<file path="src/rtl/mac_pkg.sv">
// Shared types and defaults for the multiply-accumulate path.
// Holds the accumulator FSM states and width helpers.
package mac_pkg;

  typedef enum logic {
    ACCUM = 1'b0,
    HOLD  = 1'b1
  } state_e;

  localparam int DEF_PROD_W = 7;
  localparam int DEF_ACC_W  = 10;

  // Smallest accumulator width that cannot carry out over a full frame.
  function automatic int sum_w(input int prod_w, input int count);
    int w;
    w = prod_w;
    while ((1 << (w - prod_w)) < count) w++;
    return w;
  endfunction

endpackage

</file>
<file path="src/rtl/prod_accum.sv">
// Frame accumulator after the partial-product multiplier.
// Sums COUNT products per frame and holds the result for the consumer.
module prod_accum
  import mac_pkg::*;
#(
  parameter int PROD_W = DEF_PROD_W,
  parameter int ACC_W  = DEF_ACC_W,
  parameter int COUNT  = 4,
  parameter int CNT_W  = $clog2(COUNT + 1)
) (
  input  logic              clk,
  input  logic              rst_n,
  input  logic              clear,
  input  logic              in_valid,
  output logic              in_ready,
  input  logic [PROD_W-1:0] in_prod,
  output logic              out_valid,
  input  logic              out_ready,
  output logic [ACC_W-1:0]  out_sum,
  output logic              out_ovf
);

  state_e             r_state, w_state_n;
  logic [ACC_W-1:0]   r_acc, w_acc_n;
  logic               r_ovf, w_ovf_n;
  logic [CNT_W-1:0]   r_cnt, w_cnt_n;
  logic               r_in_ready, w_in_ready_n;
  logic               r_out_valid, w_out_valid_n;
  logic [ACC_W-1:0]   r_sum, w_sum_n;
  logic               r_sum_ovf, w_sum_ovf_n;

  logic               w_in_acc;
  logic               w_out_acc;
  logic [ACC_W:0]     w_add;
  logic               w_ovf_upd;

  assign w_in_acc  = in_valid & r_in_ready;
  assign w_out_acc = r_out_valid & out_ready;

  // One extra bit captures the carry out of the accumulator.
  assign w_add = {1'b0, r_acc}
               + {{(ACC_W - PROD_W + 1){1'b0}}, in_prod};
  assign w_ovf_upd = r_ovf | w_add[ACC_W];

  always_comb begin
    w_state_n   = r_state;
    w_acc_n     = r_acc;
    w_ovf_n     = r_ovf;
    w_cnt_n     = r_cnt;
    w_sum_n     = r_sum;
    w_sum_ovf_n = r_sum_ovf;
    if (clear) begin
      w_state_n = ACCUM;
      w_acc_n   = '0;
      w_ovf_n   = 1'b0;
      w_cnt_n   = '0;
    end else begin
      unique case (r_state)
        ACCUM: begin
          if (w_in_acc) begin
            w_acc_n = w_add[ACC_W-1:0];
            w_ovf_n = w_ovf_upd;
            w_cnt_n = r_cnt + 1'b1;
            if (r_cnt == CNT_W'(COUNT - 1)) begin
              w_state_n   = HOLD;
              w_sum_n     = w_add[ACC_W-1:0];
              w_sum_ovf_n = w_ovf_upd;
            end
          end
        end
        HOLD: begin
          if (w_out_acc) begin
            w_state_n = ACCUM;
            w_acc_n   = '0;
            w_ovf_n   = 1'b0;
            w_cnt_n   = '0;
          end
        end
        default: w_state_n = ACCUM;
      endcase
    end
    w_in_ready_n  = (w_state_n == ACCUM);
    w_out_valid_n = (w_state_n == HOLD);
  end

  always_ff @(posedge clk or negedge rst_n) begin
    if (!rst_n) begin
      r_state     <= ACCUM;
      r_acc       <= '0;
      r_ovf       <= 1'b0;
      r_cnt       <= '0;
      r_in_ready  <= 1'b0;
      r_out_valid <= 1'b0;
      r_sum       <= '0;
      r_sum_ovf   <= 1'b0;
    end else begin
      r_state     <= w_state_n;
      r_acc       <= w_acc_n;
      r_ovf       <= w_ovf_n;
      r_cnt       <= w_cnt_n;
      r_in_ready  <= w_in_ready_n;
      r_out_valid <= w_out_valid_n;
      r_sum       <= w_sum_n;
      r_sum_ovf   <= w_sum_ovf_n;
    end
  end

  assign in_ready  = r_in_ready;
  assign out_valid = r_out_valid;
  assign out_sum   = r_sum;
  assign out_ovf   = r_sum_ovf;

endmodule

</file>
<file path="config.mk">
export PLATFORM = sky130hd
export DESIGN_NAME = prod_accum
export DESIGN_NICKNAME = d
export VERILOG_FILES = /design/src/rtl/mac_pkg.sv /design/src/rtl/prod_accum.sv
export SDC_FILE = /design/constraint.sdc
export NUM_CORES = 1
export LEC_CHECK = 0
export CAP_MARGIN = 15
export CORE_MARGIN = 2
export CORE_UTILIZATION = 35
export CTS_CLUSTER_SIZE = 25
export DETAILED_ROUTE_END_ITERATION = 8
export PLACE_DENSITY = 0.61
export SYNTH_ARGS = -nofsm -noshare
export SYNTH_HDL_FRONTEND = slang
export SYNTH_SLANG_ARGS = --single-unit
</file>
<file path="constraint.sdc">
create_clock -name clk -period 4.9 [get_ports clk]
set_input_delay 0.98 -clock clk [delete_from_list [all_inputs] [get_ports clk]]
set_output_delay 0.98 -clock clk [all_outputs]
set_load 0.01 [all_outputs]
</file>
* After elaboration in Yosys (flattened, before gate mapping)
Cells that the tools add are included.
** Word-level totals
- Output and inout bits :: 13
- Word-level logic and storage cells :: 37
- Bits in registers :: 27
** Operators by class
- Reduce and logical (&&, ||, !) cells :: 2
- Equality and inequality tests :: 3
- Mux-type cells :: 17
- Add/subtract/negate cells :: 2
- Bitwise operators :: 6
** Operators with widths (number)
- 10-bit 2-to-1 mux :: 3
- 10-bit case mux with 2 select lines :: 1
- 10-bit by 7-bit adder with 11-bit output :: 1
- 3-bit 2-to-1 mux :: 3
- 1-bit 2-to-1 mux :: 7
- 3-bit case mux with 2 select lines :: 1
- 1-bit case mux with 2 select lines :: 2
- 4-bit AND reduction :: 1
- 3-bit by 1-bit adder with 3-bit output, second input constant :: 1
- 3-bit by 2-bit == test with 1-bit output, second input constant :: 1
- 3-bit by 2-bit != test with 1-bit output, second input constant :: 1
- 3-bit != test, second input constant :: 1
- 1-bit inverter :: 3
- 1-bit AND :: 2
- 2-bit AND reduction :: 1
- 1-bit OR :: 1

* Depth between registers and ports, before layout
- Word-level depth :: 6
- Mapped depth :: 6
- Depth with buffers taken out :: 6

* Worst setup path after synthesis
Ideal clock, no wire load.
- Kind :: input to register
- From :: in in_prod[0]
- To :: reg r_sum[6] (netlist: out_sum[6])
- Stages :: 6
- Path buffers :: 0
- Setup slack :: 2305 ps
- Arrival :: 2470 ps
- Library setup time :: 125 ps
- Data required time :: 4775 ps
- Cell sequence :: ha_1 -> fa_1 -> a211oi_1 -> o21ai_0 -> xor2_1 -> mux2_2
** On the way
- Word-level cells in the longest chain between the ends :: 1
** RTL lines
- start, declared :: line prod_accum.sv:16 : input logic [PROD_W-1:0] in_prod,
- 10-bit by 7-bit adder with 11-bit output :: line prod_accum.sv:42 : + {{(ACC_W - PROD_W + 1){1'b0}}, in_prod};
- end signal, assigned :: line prod_accum.sv:103 : r_sum <= w_sum_n;
- end, declared :: line prod_accum.sv:29 : logic [ACC_W-1:0] r_sum, w_sum_n;
Every way passes these cells.
A chain may end at the register's enable or synchronous reset.

* Worst setup path after layout
Ends and elaborated chain as after synthesis.

==> flow_metrics.env <==
export IMPL_final_cells=204
export IMPL_critPathTopFamily="adder cells"
export IMPL_setup_viol=0
export IMPL_grt_ovfl_total=0
export IMPL_synth_area_top_cells="dfrtp_1, ha_1, mux2_2, a22o_1, a21oi_1"
export IMPL_drv_slew=0
export IMPL_io_pins=25
export IMPL_cpPeakStageDelay_ns=0.44
export IMPL_clockRootBuffer="clkbuf_8"
export IMPL_relSlewSlack=0.314
export IMPL_cp_cell_sequence="clkdlybuf4s50_1 -> ha_1 -> fa_1 -> a211oi_1 -> o21ai_0 -> xor2_1 -> mux2_2"
export IMPL_die_area_sq_um=4570
export IMPL_crit_buf_inv=1
export IMPL_min_period_ns=2.84
export IMPL_ys_seq_elements=27
export IMPL_period_share=0.580
export IMPL_cap_violations=0
export IMPL_finClkSkew_ns=0.0107
export IMPL_p_int_mw=0.403
export IMPL_cp_max_fo=3
export IMPL_yosys_top_cells_count="dfrtp_1, a21oi_1, o21ai_0"
export IMPL_start_kind="input pin"
export IMPL_cp_num_cells=7
export IMPL_synth_edf_count=0
export IMPL_route_vias_total=1099
export IMPL_synth_top_area_share=0.477
export IMPL_routedWlPerCell_um=14.7
export IMPL_hpwlAfterDp_um=2150
export IMPL_die_h_um=67.6
export IMPL_critPathArrivalTime_ns=3.01
export IMPL_antenna_left=0
export IMPL_outcome="finished clean"
export IMPL_rsz0062_at_grt="no"
export IMPL_yosysMostFrequentCell="dfrtp_1"
export IMPL_gr_usage_all_layers=0.149
export IMPL_synthCells=129
export IMPL_max_freq_mhz=352
export IMPL_port_buffer_count=24
export IMPL_ir_worst_vdd_v=0.000216
export IMPL_dr_pass1_iters=4
export IMPL_drc=0
export IMPL_cts_num_sinks=27
export IMPL_fp_dieW_um=67.6
export IMPL_core_area_sq_um=3940
export IMPL_cts_tree="done"
export IMPL_nets=177
export IMPL_switching_share=0.314
export IMPL_pwr_share_seq=0.471
export IMPL_cellPowerDensity_nw_per_um2=335
export IMPL_dp_cells=200
export IMPL_tns_ns=0
export IMPL_rows=23
export IMPL_cts_clk_slew_worst_paths_ns=0.09
export IMPL_post_cts_setup_buffer_count=0
export IMPL_pwr_share_clk=0.227
export IMPL_worst_slew_pin_slew_ns=1.03
export IMPL_syn_avg_cell_area_sq_um=11.0
export IMPL_r2r_cells=6
export IMPL_viasPerCell=5.39
export IMPL_required_ns=5.07
export IMPL_cts_buffers=3
export IMPL_grt_max_degree=28
export IMPL_postSynth_asyncResetShare=1.00
export IMPL_leakage_nw=0.794
export IMPL_ctsResizeCount=0
export IMPL_htreeDepth=1
export IMPL_syn_area_sq_um=1420
export IMPL_antenna_found_initial=0
export IMPL_gp_congestion=0.801
export IMPL_drive_above_1_share=0.0844
export IMPL_hold_violations=0
export IMPL_drtIter0Drc=29
export IMPL_synth_flop_cell="dfrtp_1"
export IMPL_holdPathStages=2
export IMPL_worstSetupEndpointType="flop"
export IMPL_drt_wl_total_um=2990
export IMPL_slowest_stage="fa_1"
export IMPL_p_switching_mw=0.184
export IMPL_grt_pass1_vias=1124
export IMPL_synth_nets=151
export IMPL_initial_core_util=0.359
export IMPL_clk_path_buf_depth=2
export IMPL_num_antenna_cells=0
export IMPL_cts_hold_buf=0
export IMPL_power_frac_comb=0.302
export IMPL_yosysSeqAreaShare=0.477
export IMPL_synth_warning_count=0
export IMPL_clock_latency_ns=0.29
export IMPL_grt_pass1_wl_um=5060
export IMPL_hold_path_class="flop to flop"
export IMPL_synth_cell_types=33
export IMPL_areaGrowthSynthToFinish_pct=23.7
export IMPL_path_class="input pin to flop"
export IMPL_synth_top_area_cell="dfrtp_1"
-- per-layer routing --
| metal | GRT usage | wire [um] | part of all wire | vias up |
|---|---|---|---|---|
| met4 | 0.0765 | 64 | 0.021 | 0 |
| met5 | 0 | 0 | 0 | - |
| met3 | 0.0267 | 110 | 0.037 | 5 |
| met2 | 0.246 | 1450 | 0.48 | 18 |
| met1 | 0.184 | 1370 | 0.46 | 537 |
| li1 | - | - | - | 539 |
-- through the flow --
stage | power (mW) | util | setup WS [ns] | instance area, sq um | hold slack (ns)
2_1_floorplan | 0.386 | - | 2.31 | 1420 | 0.454
3_3_place_gp | 0.456 | 0.432 | 1.78 | 1700 | 0.468
3_5_place_dp | 0.459 | 0.432 | 1.75 | 1700 | 0.474
4_1_cts | 0.595 | 0.444 | 2.06 | 1750 | 0.496
5_1_grt | 0.624 | 0.444 | 1.95 | 1750 | 0.534
6_report | 0.587 | 0.444 | 2.06 | 1750 | 0.484
-- worst reg2reg max path, stage by stage, from the launching register on --
cell      delay [ns]
dfrtp_1         0.39
ha_1            0.22
fa_1            0.44
a211oi_1        0.38
o21ai_0         0.15
xor2_1          0.17
mux2_2          0.26
-- logic make-up after synthesis --
family | after synthesis | share of synthesized area
muxes | 6 | 0.0477
DFF | 27 | 0.477
xor gates and xnor gates | 5 | 0.0310
adders and majority gates | 10 | 0.0937
buffers and inverters | 7 | 0.0248
AOI/OAI and AO/OA | 51 | 0.241
and+or+nand+nor | 23 | 0.0849
-- layout by cell type (no fill, tap or decap), drive strengths merged, types with 2 or more instances in the layout --
cell type / count
xor2: 2
inv: 3
nand2: 10
a22o: 7
o211ai: 4
mux2: 6
xnor2: 3
nand3: 4
o21ai: 10
nor2: 2
a211oi: 3
dfrtp: 27
ha: 9
o21a: 3
clkbuf: 3
clkdlybuf4s50: 24
or4: 2
a31oi: 4
a21o: 5
a21oi: 10
-- state kept, by name, indices dropped and copies added, names as in the netlist --
register,flops
out_sum,10
r_acc,10
r_cnt,3
in_ready,1
out_ovf,1
out_valid,1
r_ovf,1
-- area by class of cell --
type                    count  area [sq um]
flip-flops and latches     27           676
clock inverters             1          7.51
fillers                   360          2190
inverters                   3          11.3
repair buffers             25           248
clock buffers               3          41.3
multi-input cells          95           704
well taps                  50          62.6
-- worst paths after layout --
check                                 from         end  slack (ns)
worst max-delay path            in_prod[0]  out_sum[6]        2.06
worst min-delay path            out_sum[7]  out_sum[7]        0.48
worst max register to register    r_acc[0]  out_sum[6]        2.78
worst min register to register  out_sum[7]  out_sum[7]        0.48
max in group asynchronous            rst_n  out_sum[5]        3.58
min in group asynchronous            rst_n   out_valid        1.05
-- power by group through the flow --
| stage | sequential, mW | clock (mW) | combinational (mW) |
|---|---|---|---|
| floorplan | 0.285 | 0 | 0.101 |
| global placement | 0.280 | 0 | 0.176 |
| detailed placement | 0.281 | 0 | 0.179 |
| CTS | 0.276 | 0.139 | 0.180 |
| global route | 0.282 | 0.144 | 0.198 |
| finish | 0.276 | 0.133 | 0.177 |
No activity file was read; power rests on OpenSTA's default activity.
